[config.mk]
export PLATFORM = sky130hd
export DESIGN_NAME = cam_capture
export DESIGN_NICKNAME = d
export VERILOG_FILES = /design/src/rtl/cam_capture.sv
export SDC_FILE = /design/constraint.sdc
export NUM_CORES = 1
export LEC_CHECK = 0
export BUFFER_PORTS_ARGS = -buffer_cell sky130_fd_sc_hd__buf_2
export CELL_PAD_IN_SITES_DETAIL_PLACEMENT = 1
export CELL_PAD_IN_SITES_GLOBAL_PLACEMENT = 2
export CORE_ASPECT_RATIO = 0.7
export CORE_MARGIN = 5
export CORE_UTILIZATION = 38
export DETAILED_ROUTE_END_ITERATION = 10
export PLACE_DENSITY = 0.93
export SYNTH_ARGS = -nofsm -noshare
export SYNTH_HDL_FRONTEND = slang
export SYNTH_SLANG_ARGS = --single-unit
[constraint.sdc]
create_clock -name pclk -period 8.4 [get_ports pclk]
set_input_delay 0.42 -clock pclk [delete_from_list [all_inputs] [get_ports pclk]]
set_output_delay 0.42 -clock pclk [all_outputs]
set_load 0.02 [all_outputs]
[src/rtl/cam_capture.sv]
// ============================================================================
// Module   : cam_capture
// Purpose  : Captures RGB565 camera bytes into a frame buffer with format conversion.
// Revision : 1.0
// ============================================================================
`default_nettype none

module cam_capture #(
    parameter int AW    = 15,
    parameter int IMG_W = 160,
    parameter int IMG_H = 120
) (
    input  logic          pclk,
    input  logic          rst,
    input  logic          vsync,
    input  logic          href,
    input  logic [7:0]    px_data,
    input  logic          en,
    input  logic          cont,
    input  logic [1:0]    fmt,
    output logic [AW-1:0] mem_px_addr,
    output logic [15:0]   mem_px_data,
    output logic          px_wr,
    output logic          frame_done,
    output logic [7:0]    frame_cnt,
    output logic          line_err,
    output logic          odd_err,
    output logic          busy
);

    typedef enum logic [1:0] {
        S_IDLE     = 2'd0,
        S_WAIT_SOF = 2'd1,
        S_ACTIVE   = 2'd2
    } state_t;

    // One spare bit lets col/row run past the image without wrapping.
    localparam int                CW        = AW + 1;
    localparam logic [CW-1:0]     COL_LIMIT = CW'(IMG_W);
    localparam logic [CW-1:0]     ROW_LIMIT = CW'(IMG_H);
    localparam logic [AW-1:0]     LINE_STEP = AW'(IMG_W);

    state_t          state_q, state_d;
    logic            vsync_q, href_q;
    logic            phase_q, phase_d;
    logic [7:0]      hi_q, hi_d;
    logic [CW-1:0]   col_q, col_d, row_q, row_d;
    logic [AW-1:0]   base_q, base_d;
    logic [1:0]      fmt_q, fmt_d;
    logic [AW-1:0]   addr_q, addr_d;
    logic [15:0]     data_q, data_d;
    logic            wr_q, wr_d;
    logic            done_q, done_d;
    logic [7:0]      cnt_q, cnt_d;
    logic            lerr_q, lerr_d;
    logic            oerr_q, oerr_d;

    logic [4:0]      px_r, px_b;
    logic [5:0]      px_g;
    logic [7:0]      r8, g8, b8;
    logic [9:0]      gray_sum;
    logic [15:0]     px_fmt;

    assign px_r     = hi_q[7:3];
    assign px_g     = {hi_q[2:0], px_data[7:5]};
    assign px_b     = px_data[4:0];
    assign r8       = {px_r, px_r[4:2]};
    assign g8       = {px_g, px_g[5:4]};
    assign b8       = {px_b, px_b[4:2]};
    assign gray_sum = {2'b00, r8} + {1'b0, g8, 1'b0} + {2'b00, b8};

    always_comb begin
        px_fmt = 16'h0000;
        case (fmt_q)
            2'd0:    px_fmt = {8'h00, px_r[4:2], px_g[5:3], px_b[4:3]};
            2'd1:    px_fmt = {4'h0, px_r[4:1], px_g[5:2], px_b[4:1]};
            2'd2:    px_fmt = {hi_q, px_data};
            default: px_fmt = {8'h00, gray_sum[9:2]};
        endcase
    end

    always_comb begin
        state_d = state_q;
        phase_d = phase_q;
        hi_d    = hi_q;
        col_d   = col_q;
        row_d   = row_q;
        base_d  = base_q;
        fmt_d   = fmt_q;
        addr_d  = addr_q;
        data_d  = data_q;
        wr_d    = 1'b0;
        done_d  = 1'b0;
        cnt_d   = cnt_q;
        lerr_d  = lerr_q;
        oerr_d  = oerr_q;
        case (state_q)
            S_IDLE: begin
                if (en) state_d = S_WAIT_SOF;
            end
            S_WAIT_SOF: begin
                if (vsync_q && !vsync) begin
                    state_d = S_ACTIVE;
                    phase_d = 1'b0;
                    col_d   = '0;
                    row_d   = '0;
                    base_d  = '0;
                    lerr_d  = 1'b0;
                    oerr_d  = 1'b0;
                    fmt_d   = fmt;
                end
            end
            S_ACTIVE: begin
                if (!vsync_q && vsync) begin
                    done_d  = 1'b1;
                    cnt_d   = cnt_q + 8'd1;
                    phase_d = 1'b0;
                    state_d = (en && cont) ? S_WAIT_SOF : S_IDLE;
                end else if (href && !vsync) begin
                    if (!phase_q) begin
                        hi_d    = px_data;
                        phase_d = 1'b1;
                    end else begin
                        phase_d = 1'b0;
                        if (col_q < COL_LIMIT && row_q < ROW_LIMIT) begin
                            wr_d   = 1'b1;
                            addr_d = base_q + col_q[AW-1:0];
                            data_d = px_fmt;
                        end
                        if (col_q != '1) col_d = col_q + CW'(1);
                    end
                end else if (!href) begin
                    phase_d = 1'b0;
                    // Only a line that delivered at least one pixel ends a row.
                    if (href_q && col_q != '0) begin
                        col_d  = '0;
                        base_d = base_q + LINE_STEP;
                        if (row_q != '1) row_d = row_q + CW'(1);
                        if (col_q != COL_LIMIT) lerr_d = 1'b1;
                        if (phase_q) oerr_d = 1'b1;
                    end
                end
            end
            default: state_d = S_IDLE;
        endcase
    end

    always_ff @(posedge pclk) begin
        if (!rst) begin
            state_q <= S_IDLE;
            vsync_q <= 1'b0;
            href_q  <= 1'b0;
            phase_q <= 1'b0;
            hi_q    <= '0;
            col_q   <= '0;
            row_q   <= '0;
            base_q  <= '0;
            fmt_q   <= '0;
            addr_q  <= '0;
            data_q  <= '0;
            wr_q    <= 1'b0;
            done_q  <= 1'b0;
            cnt_q   <= '0;
            lerr_q  <= 1'b0;
            oerr_q  <= 1'b0;
        end else begin
            state_q <= state_d;
            vsync_q <= vsync;
            href_q  <= href;
            phase_q <= phase_d;
            hi_q    <= hi_d;
            col_q   <= col_d;
            row_q   <= row_d;
            base_q  <= base_d;
            fmt_q   <= fmt_d;
            addr_q  <= addr_d;
            data_q  <= data_d;
            wr_q    <= wr_d;
            done_q  <= done_d;
            cnt_q   <= cnt_d;
            lerr_q  <= lerr_d;
            oerr_q  <= oerr_d;
        end
    end

    assign mem_px_addr = addr_q;
    assign mem_px_data = data_q;
    assign px_wr       = wr_q;
    assign frame_done  = done_q;
    assign frame_cnt   = cnt_q;
    assign line_err    = lerr_q;
    assign odd_err     = oerr_q;
    assign busy        = (state_q != S_IDLE);

endmodule

`default_nettype wire
==> run summary, run 1 <==
The root buffer cell chosen for the clock tree is sky130_fd_sc_hd__clkbuf_16. Post-CTS timing repair inserted 0 buffers for setup. The mapped netlist covers 5650 sq um. The worst relative slew slack came out at around 14%. On the final layout, the worst clock skew is 0.00947 ns. Of the synthesized area, sequential elements account for between 30 and 40%. The hold-critical path endpoint is fmt_q[1].

The number of buffers created by CTS is 9. The total via count after detailed routing is 5400. The remaining number of nets flagged by the antenna check after routing came out at 0. The number of cells traversed by the worst hold path is 3.

Data on the critical path arrives at its endpoint at around 3.3 ns. The TritonCTS clock tree is yes. The floorplan step set the die width to approximately 160 um.

The power per cell area is between 150 and 200 nW/um^2. The setup TNS is 0 ns. The number of global-route vias before repair was 5500.

The proportion of register bits with asynchronous set or reset after synthesis came out at 0%. The critical path goes through inv_1 > ha_1 > buf_4 > or4b_2 > nor4_1 > nor4b_2 > nand2_1 > a21oi_1 > o22ai_1. In this run the worst path has a maximum fanout of 33. After floorplanning, the core was divided into 37 placement rows. The overall die area is between 15000 and 20000 sq um. In this run the most critical hold path is launched from fmt[1]. The number of enable-type register cells in the synthesized netlist is 0. Summed over all nets, the half-perimeter wirelength after detailed placement is 13.1 mm.

The setup check on the worst reg-to-reg path leaves a slack of between 5 and 6 ns. The capture instance of the worst register-to-register path is row_q[7]. The height of the chip is about 110 um. The type of the setup path with the least slack is flop to flop. The region available for standard cell placement spans about 15000 sq um. Using the TritonRoute via totals, the vias-per-cell ratio works out to 5.75. The number of setup violations in the final report came out at 0. The number of nets in the synthesized netlist is around 750. VDD sags by at most about 0.000092 V.

The area growth from synthesis to layout is 13.6%. STA classifies the critical path startpoint as a flop. The I/O pin total is 60. Before CTS, the worst setup slack after placement is around 5.2 ns.

The cell count of the worst reg-to-reg path came out at 9. The count of state elements after synthesis came out at 100. The run finished with clean final reports. The fmax came out at roughly 320 MHz. The hold violation count in the final report is 0. Setup slack closes at between 5 and 6 ns.

The critical-path cell with the highest stage delay is sky130_fd_sc_hd__or4b_2. The final critical path takes up between 30 and 40% of the cycle. The slew at the pin closest to its max-slew limit is approximately 1.3 ns.

The number of inserted diodes is 0. The initial core utilization came out at between 30% and 40%. The global route total overflow came out at 0. The post-synthesis average cell area came out at between 8 and 9 sq um. The global-route total usage across every layer came out at 20.3%. The critical path buffer and inverter count is 2. The detailed-routing iteration count for the pre-antenna-repair pass came out at 4.

The clock insertion delay at the later pin of the skew report is between 0.3 and 0.4 ns. The longest clock path from root to sink contains 2 buffers. The post-synthesis instance total is about 700. The first global-routing pass estimated 29.2 mm of wire. The max-capacitance violation count is 0. Among cell families on the critical path, the largest total delay comes from simple AND/OR/NAND/NOR gates.

Data on the critical path is required at its endpoint by between 8 and 9 ns. STA classifies the critical path endpoint as a flop. Leaving out fill and tap cells, the most frequent cell in the layout is sky130_fd_sc_hd__nand2_1.

The final-stage net count is 790. The first routing iteration left around 350 violations. Clock-pin slew was measured on the worst setup and hold paths at approximately 0.07 ns. The post-synthesis cell type count is 59. The critical path runs through a total of 9 cells. The final RePlAce weighted congestion came out at ~0.9. The largest incremental delay on the critical path came out at approximately 0.62 ns. The total number of yosys warnings came out at 0.

The count of input and output buffers came out at between 50 and 60. The number of H-tree levels is 3. The startpoint identified for the worst register-to-register timing path is state_q[0]. The final max-slew violation count came out at 0. The total leakage power is between 2 and 2.5 nW. The initial antenna violation count came out at 0. The min-delay analysis places its worst path in the category input port to flop. In the final layout, the share of cells above drive strength 1 is 13.2%.

Setup repair after global routing left no endpoint under its margin. The count of fill cells added during filler insertion is ~1800. The sink count of the clock tree is 100. The total chip power came out at approximately 1.2 mW. The shortest period the worst path allows is a little over 3 ns. The detailed-route DRC error count is 0.

The overall routed net length came out at between 15 and 20 mm. The top cell types in the final layout, fill and taps aside, are sky130_fd_sc_hd__nand2_1 (101), sky130_fd_sc_hd__dfxtp_1 (100), sky130_fd_sc_hd__a21oi_1 (69). The pin count of the biggest net entering global routing is 43.

In this run, post-CTS repair resized a total of 0 instances. The hold buffer count at CTS is 0. Dividing the detail-routed wire length by the instance count gives between 15 and 20 um. For this run, the leading register cell type out of synthesis is sky130_fd_sc_hd__dfxtp_1.
Yosys cell counts (10+ instances only):
cell type,instances,share of area (%)
sky130_fd_sc_hd__nor2_1,54,3.6
sky130_fd_sc_hd__dfxtp_1,100,35
sky130_fd_sc_hd__ha_1,26,5.8
sky130_fd_sc_hd__or3_1,11,1.2
sky130_fd_sc_hd__o21ai_0,35,3.1
sky130_fd_sc_hd__nor3_1,17,1.5
sky130_fd_sc_hd__clkbuf_1,29,1.9
sky130_fd_sc_hd__a21oi_1,69,6.1
sky130_fd_sc_hd__a31oi_1,15,1.7
sky130_fd_sc_hd__nand3_1,34,3.0
sky130_fd_sc_hd__xnor2_1,16,2.5
sky130_fd_sc_hd__nor2b_1,10,1.1
sky130_fd_sc_hd__xor2_1,10,1.5
sky130_fd_sc_hd__nand2_1,101,6.7
sky130_fd_sc_hd__inv_1,20,1.3
sky130_fd_sc_hd__or4_1,12,1.6
tightest hold or removal path, delay by kind of cell:
kind	cells	cell delay, ns
buffers and inverters	1	0.11
AND/OR/NAND/NOR	1	0.07
AO/OA/AOI/OAI	1	0.06
stage by stage:
stage	utilization, %	hold WS [ns]	instances	cell area [sq um]
after floorplan	-	0.443	701	5650
after global placement	41.7	0.443	924	6090
after detailed placement	41.7	0.449	924	6090
after CTS	43.9	0.345	939	6420
after global routing	43.9	0.369	939	6420
final	43.9	0.355	939	6420
how the worst max path moves through the flow:
stage	startpoint	end	slack [ns]
2_1_floorplan	px_data[3]	mem_px_data[5]	5.70
5_1_grt	state_q[0]	row_q[12]	4.99
4_1_cts	state_q[0]	row_q[12]	5.29
3_3_place_gp	rst	row_q[10]	5.37
6_report	state_q[0]	row_q[7]	5.32
3_5_place_dp	rst	row_q[3]	5.20
power breakdown:
part | leakage [nW] | total, mW | switching, mW | internal (mW)
combinational | 1.50 | 0.256 | 0.171 | 0.0845
clock | 0.151 | 0.460 | 0.191 | 0.269
sequential | 0.806 | 0.508 | 0.0196 | 0.488
total | 2.46 | 1.22 | 0.382 | 0.842
cell families (layout without fill, tap and decap cells):
logic type / Yosys count / after routing / share of synthesized area [%]
flip-flops: 100 / 100 / 35.4
AND/OR/NAND/NOR: 301 / 301 / 26.7
XOR/XNOR: 26 / 26 / 4.03
multiplexers: 10 / 10 / 3.34
AO/OA/AOI/OAI: 171 / 171 / 17.8
adder cells (fa/ha/maj): 34 / 34 / 8.59
buffers and inverters: 58 / 101 / 3.99
other: 1 / 1 / 0.0664
layer usage:
metal | GRT usage, % | wire length (um)
met1 | 28.8 | 8430
met2 | 32.3 | 8170
met3 | 4.01 | 947
met4 | 4.26 | 171
met5 | 0 | 0
sequential cells by signal, indices dropped and copies added, names as in the netlist, 2 cells and up:
signal and count:
mem_px_data 16, fmt_q 2, col_q 16, state_q 2, base_q 10, frame_cnt 8, hi_q 8, row_q 16
mem_px_addr 15
layout make-up:
class | instances | area, sq um | area share, %
repair buffers | 65 | 340 | 5.30
flip-flops and latches | 100 | 2000 | 31.2
clock inverters | 5 | 83.8 | 1.31
well taps | 195 | 244 | 3.80
clock buffers | 10 | 239 | 3.72
inverters | 21 | 78.8 | 1.23
multi-input cells | 543 | 3430 | 53.4
Note: power is estimated with default switching activity, not from simulation.
==> run 2: changes to the inputs <==
--- a/config.mk
+++ b/config.mk
@@ -10,9 +10,9 @@
 export CELL_PAD_IN_SITES_GLOBAL_PLACEMENT = 2
 export CORE_ASPECT_RATIO = 0.7
 export CORE_MARGIN = 5
-export CORE_UTILIZATION = 38
+export CORE_UTILIZATION = 32
 export DETAILED_ROUTE_END_ITERATION = 10
-export PLACE_DENSITY = 0.93
+export PLACE_DENSITY = 0.85
 export SYNTH_ARGS = -nofsm -noshare
 export SYNTH_HDL_FRONTEND = slang
 export SYNTH_SLANG_ARGS = --single-unit
==> constraint.sdc (replaced) <==
create_clock -name pclk -period 2.6 [get_ports pclk]
set_input_delay 0.13 -clock pclk [delete_from_list [all_inputs] [get_ports pclk]]
set_output_delay 0.13 -clock pclk [all_outputs]
set_load 0.02 [all_outputs]
==> run 2 against run 1 <==
  * The run now ends with negative setup slack left
  * First-iteration DRC count is 6.7% lower
  * Routed wire length is 8.4% higher
  * Core utilization is 3.6 points lower
  * Combinational power grew to 4.0 times the previous value
  * Die area is 17% higher
  * Sequential power grew to 3.2 times the previous value
  * Cell count is 10% higher
  * Critical path type unchanged
==> run summary, run 2 (same netlist as run 1, synthesis figures left out) <==
The checks that failed: negative setup slack. The detailed-routing iteration count for the pre-antenna-repair pass came out at 5 (+1). The floorplan core area is 17300 sq um (+18%). The height of the chip is 121 um (+8.2%).

The worst setup path is of the flop to flop kind. The worst setup path is captured at a flop. The fmax came out at 379 MHz (+17%). The final max-slew violation count came to 0 (unchanged).

TritonCTS built the clock tree. The arrival time reported for the critical path endpoint is 2.89 ns (-0.45 ns). The total via count after detailed routing is 5626 (+4.2%).

The slew at the pin closest to its max-slew limit is 0.664 ns (-0.615 ns). The top fanout value on the critical path is 2 (-94%). The worst setup path is launched from a flop. The initial core utilization came out at 32.7% (-5.9 points). The number of setup violations in the final report is 1 (+1).

The overall routed net length came out at 19.2 mm (+8.4%). The final-stage net count is 849 (+7.5%). Setup repair after global routing could not meet its margin everywhere. The worst setup timing slack at the placement stage is -0.158 ns (-5.36 ns). The remaining number of nets flagged by the antenna check after routing is 0 (unchanged). The number of buffers created by CTS was 9 (unchanged). The number of cells after detailed placement is 1017 (+10%).

The maximum resistive drop on vdd was 0.000299 V (+230%). The shortest period the worst path allows came out at 2.64 ns (-0.438 ns). The total leakage power came out at 2.76 nW (+12%). The non-filler instance count after layout is 1035 (+10%). The run finished, with violations left.

The number of global-route vias before repair came out at 5925 (+7.7%). The number of inserted diodes came out at 0 (unchanged). The wire length of the first global-routing pass is 31.5 mm (+7.7%). The I/O pin total came out at 60 (unchanged). The width of the die is 169 um (+8.4%). The overall die area is 20500 sq um (+17%). The final RePlAce weighted congestion came out at 0.867 (-3.1%). The total number of placement rows is 40 (+8.1%). The leading cell type in the layout, fill and taps excluded is sky130_fd_sc_hd__nand2_1. The final HPWL from detailed placement came to 14.3 mm (+9.0%). In the layout the commonest cells are sky130_fd_sc_hd__nand2_1 (101), sky130_fd_sc_hd__dfxtp_1 (97), sky130_fd_sc_hd__a21oi_1 (67). The post-detailed-route via-to-cell ratio was 5.44 (-5.5%). The hold violation count in the final report is 0 (unchanged). The setup clock skew after layout came to 0.00783 ns (-0.00164 ns).

In this run the worst hold path is classified as input port to flop. The deepest clock path buffer count came out at 2 (unchanged). The sink count of the clock tree is 100 (unchanged).

The total chip power came out at 4.05 mW (+230%). The worst path setup slack after routing was -0.0414 ns (-5.36 ns). The clock insertion delay at the later pin of the skew report came out at 0.36 ns (about the same). The initial antenna violation count is 0 (unchanged). The power per cell area came to 583 nW/um^2 (+210%). The proportion of layout cells with a drive suffix above 1 came out at 21.5% (+8.3 points). The detailed-route DRC error count came out at 0 (unchanged). The global route total overflow came to 0 (unchanged). The number of H-tree levels came to 3 (unchanged).

The part of the cycle the worst path needs came out at 102% (+65 points). The setup TNS came out at -0.0414 ns (-0.0414 ns). The clock-pin slew reported for the worst setup and hold paths after clock tree synthesis is 0.07 ns (about the same). The global-route total usage across every layer is 19.0% (-1.4 points). The max-capacitance violation count is 0 (unchanged). The worst relative slew slack came out at 55.7% (+42 points). The count of input and output buffers is 59 (unchanged). The violation count after the first detailed-route iteration came out at 322 (-6.7%). The tree is rooted in a sky130_fd_sc_hd__clkbuf_16. The pin count of the biggest net entering global routing came out at 42 (-2.3%). The area growth from synthesis to layout came out at 23.0%. The data required time at the worst endpoint came out at 2.85 ns (-5.81 ns).

The average wire length per cell after detail routing is 18.5 um (-1.7%).
-- run 2: what timing repair did --
| action | CTS | global route |
|---|---|---|
| endpoints found under the setup margin | 3 | 22 |
| resized for setup | 9 | 6 |
| pin swaps | 9 | 1 |
| setup buffers | 2 | 0 |
| hold buffers | 0 | 0 |
-- run 2: path summary, 6_finish.rpt --
| kind | startpoint | endpoint | slack [ns] | cells past startpoint |
|---|---|---|---|---|
| max | hi_q[6] | mem_px_data[6] | -0.04 | 8 |
| min | fmt[0] | fmt_q[0] | 0.06 | 3 |
| min reg2reg | mem_px_data[1] | mem_px_data[1] | 0.46 | 2 |
| max reg2reg | hi_q[6] | mem_px_data[6] | -0.04 | 8 |
-- run 2: worst max-delay path, cell delays in order (launching register included) --
cell                      delay [ns]
sky130_fd_sc_hd__dfxtp_2        0.33
sky130_fd_sc_hd__buf_6          0.11
sky130_fd_sc_hd__fa_1           0.48
sky130_fd_sc_hd__ha_2           0.22
sky130_fd_sc_hd__or4_4          0.53
sky130_fd_sc_hd__o22ai_2        0.12
sky130_fd_sc_hd__xnor2_1        0.08
sky130_fd_sc_hd__mux4_2         0.45
sky130_fd_sc_hd__o211a_1        0.22
-- run 2: routing by layer --
layer	GRT usage, %	up-vias	routed length, um
met5	0	-	0
met4	4.56	0	240
met3	3.68	19	924
met2	29.5	124	8460
met1	27.1	2773	9570
li1	-	2710	-
-- run 2: per-stage QoR --
step                util, %  hold slack [ns]  cell area (sq um)
floorplan                 -            0.252               5660
global placement       38.1            0.416               6590
detailed placement     38.1            0.436               6590
CTS                    40.1           0.0503               6930
global route           40.3           0.0681               6950
finish                 40.3           0.0635               6950
-- run 2: area by class of cell --
cell class / instances / area (sq um)
inverters: 21 / 78.8
multi-input cells: 543 / 3480
clock buffers: 10 / 229
flip-flops and latches: 100 / 2010
fillers: 2108 / 10300
repair buffers: 124 / 803
clock inverters: 6 / 65.1
well taps: 231 / 289
-- run 2: power by group --
part | total, mW | switching [mW] | leakage [nW] | internal (mW)
Sequential | 1.63 | 0.0505 | 0.808 | 1.58
Combinational | 1.03 | 0.623 | 1.81 | 0.405
Clock | 1.40 | 0.650 | 0.142 | 0.748
==> run 3: changes to the inputs <==
--- a/config.mk
+++ b/config.mk
@@ -12,7 +12,7 @@
 export CORE_MARGIN = 5
 export CORE_UTILIZATION = 32
 export DETAILED_ROUTE_END_ITERATION = 10
-export PLACE_DENSITY = 0.85
+export PLACE_DENSITY = 0.74
 export SYNTH_ARGS = -nofsm -noshare
 export SYNTH_HDL_FRONTEND = slang
 export SYNTH_SLANG_ARGS = --single-unit
==> run 3 against run 2 <==
  * The run still ends with negative setup slack left
  * Global-route usage is 0.29 points higher
  * Fmax rose by 1.5%
  * Routed wire length is 2.4% higher
  * Via count shrank 0.41%
  * Design area up 0.56%
  * Core utilization increased by 0.22 points
  * Critical path type unchanged
==> run summary, run 3 (same netlist as run 1, synthesis figures left out) <==
The I/O pin total came out at 60 (unchanged). The total via count after detailed routing is 5603 (-0.41%). The initial core utilization is 32.7% (unchanged). The floorplan core area is 17300 sq um (unchanged).

The global route total overflow came out at 0 (unchanged). The fmax was 384 MHz (+1.5%). The met2 layer wire length in the routed design is 8.44 mm (-0.28%). The detailed-routing iteration count for the pre-antenna-repair pass came out at 4 (-1). The violation count after the first detailed-route iteration came out at 315 (-2.2%). The worst path setup slack after routing is -0.00346 ns (+0.0379 ns). The deepest clock path buffer count came out at 2 (unchanged). The slew at the pin closest to its max-slew limit is 0.739 ns (+0.0753 ns). The top fanout value on the critical path came to 4 (+2). The final RePlAce weighted congestion came to 0.901 (+3.8%).

The count of fill cells added during filler insertion came to 2102 (-0.28%). The area of the multi-input gates came out at 3490 sq um (+0.40%). The final reports fail on negative setup slack.

The root buffer cell chosen for the clock tree is sky130_fd_sc_hd__clkbuf_16. The wire length on met3 came out at 965 um (+4.4%). The final max-slew violation count came out at 0 (unchanged).

The arrival time reported for the critical path endpoint came to 2.85 ns (-0.04 ns). The power per cell area is 591 nW/um^2 (+1.3%). The final-stage net count is 848 (-0.12%).

The hold violation count in the final report was 0 (unchanged). The worst setup path is launched from a flop. The final HPWL from detailed placement is 14.8 mm (+3.7%). The overall die area came to 20500 sq um (unchanged). The remaining number of nets flagged by the antenna check after routing came to 0 (unchanged). The overall routed net length came out at 19.7 mm (+2.4%).

The top layer used by detailed routing is met4. The clock-pin slew reported for the worst setup and hold paths after clock tree synthesis came out at 0.07 ns (about the same). The hold buffer count at CTS is 0 (unchanged). The worst setup path is of the flop to flop kind. The initial antenna violation count is 0 (unchanged). The total number of placement rows is 40 (unchanged). The height of the chip was 121 um (unchanged). The number of inserted diodes is 0 (unchanged). The combined flip-flop and latch cell area was 2010 sq um (unchanged). The clock insertion delay at the later pin of the skew report came out at 0.35 ns (about the same). The data required time at the worst endpoint is 2.84 ns (about the same). The setup TNS came to -0.00346 ns (+0.0379 ns). The top cell types in the final layout, fill and taps aside, are sky130_fd_sc_hd__nand2_1 (100), sky130_fd_sc_hd__dfxtp_1 (97), sky130_fd_sc_hd__a21oi_1 (67). The width of the die came to 169 um (unchanged). The average wire length per cell after detail routing came to 19.0 um (+2.6%). The detailed-route DRC error count was 0 (unchanged).

The maximum resistive drop on vdd was 0.000308 V (+3.0%). The number of setup violations in the final report is 1 (unchanged). In this run the worst hold path is classified as input port to flop. The max-capacitance violation count was 0 (unchanged). The area growth from synthesis to layout is 23.7%. The run finished, with violations left.

The global-route total usage across every layer is 19.3% (+0.29 points). Setup repair after global routing could not meet its margin everywhere. The total chip power is 4.13 mW (+1.9%). The worst relative slew slack came to 50.7% (-5.0 points). The number of buffers created by CTS came out at 9 (unchanged). The total leakage power came out at 2.78 nW (+0.62%). The pin count of the biggest net entering global routing is 42 (unchanged).

The TritonCTS clock tree is yes. The proportion of layout cells with a drive suffix above 1 came out at 21.9% (+0.43 points). The worst setup timing slack at the placement stage is -0.163 ns (-0.00444 ns). The post-detailed-route via-to-cell ratio is 5.42 (-0.22%). The wire length of the first global-routing pass is 31.4 mm (-0.13%). The count of input and output buffers came out at 59 (unchanged).

The number of H-tree levels came out at 3 (unchanged). The detailed-routing wirelength on met1 is 10.0 mm (+4.6%). STA classifies the critical path endpoint as a flop. The sink count of the clock tree is 100 (unchanged). The number of global-route vias before repair came out at 5794 (-2.2%). The setup clock skew after layout is 0.00951 ns (+0.00168 ns). The shortest period the worst path allows is 2.60 ns (-0.0379 ns). The leading cell type in the layout, fill and taps excluded is sky130_fd_sc_hd__nand2_1. The part of the cycle the worst path needs came to 100% (-1.5 points).
==> run 3: changes by cell type in the layout (fill, tap and decap cells not counted), sizes merged <==
| cell | change |
|---|---|
| clkinv | -4 |
| inv | +3 |
| buf | -1 |
| bufinv | +1 |
| clkinvlp | -1 |
==> run 3: per-stage QoR <==
stage / instances / hold WS [ns] / util [%] / area, sq um
detailed placement: 1013 / 0.421 / 38.0 / 6570
floorplan: 701 / 0.252 / - / 5660
global route: 1033 / 0.0521 / 40.5 / 6990
CTS: 1031 / 0.0420 / 40.2 / 6950
finish: 1033 / 0.0555 / 40.5 / 6990
global placement: 1013 / 0.407 / 38.0 / 6570
==> run 3: layout make-up <==
type | instances | share of cell area, %
Inverter | 21 | 1.13
Timing Repair Buffer | 123 | 11.5
Multi-Input combinational cell | 543 | 50.0
Sequential cell | 100 | 28.7
Clock buffer | 10 | 3.42
Clock inverter | 5 | 1.18
Tap cell | 231 | 4.13
==> run 3: per-layer routing <==
layer | vias to the layer above | GRT usage [%]
met5 | - | 0
met4 | 0 | 4.26
met3 | 19 | 3.35
met2 | 103 | 29.0
met1 | 2772 | 28.7
li1 | 2709 | -
==> run 3: path summary, 6_finish.rpt <==
| check | start | to | slack [ns] | depth (start not counted) |
|---|---|---|---|---|
| setup / recovery | hi_q[1] | mem_px_data[6] | -0.003 | 8 |
| hold / removal | fmt[1] | fmt_q[1] | 0.06 | 3 |
| setup reg to reg | hi_q[1] | mem_px_data[6] | -0.003 | 8 |
| hold reg to reg | mem_px_addr[3] | mem_px_addr[3] | 0.45 | 2 |
==> run 3: worst max-delay path: stages (launching register included) <==
cell and delay, ns:
sky130_fd_sc_hd__dfxtp_2 0.32, sky130_fd_sc_hd__buf_4 0.15, sky130_fd_sc_hd__fa_1 0.46, sky130_fd_sc_hd__ha_2 0.21, sky130_fd_sc_hd__or4_4 0.50, sky130_fd_sc_hd__o22ai_2 0.11, sky130_fd_sc_hd__xnor2_1 0.08, sky130_fd_sc_hd__mux4_2 0.46
sky130_fd_sc_hd__o211a_1 0.21
==> run 3: timing repair <==
action	4_1_cts	5_1_grt
resized for setup	11	7
buffers inserted	3	2
pin swaps	10	10
setup endpoints to repair	4	13
==> run 3: report_power, final <==
part | switching [mW] | total (mW) | internal [mW]
combinational | 0.625 | 1.01 | 0.388
clock | 0.621 | 1.49 | 0.871
sequential | 0.0479 | 1.62 | 1.58
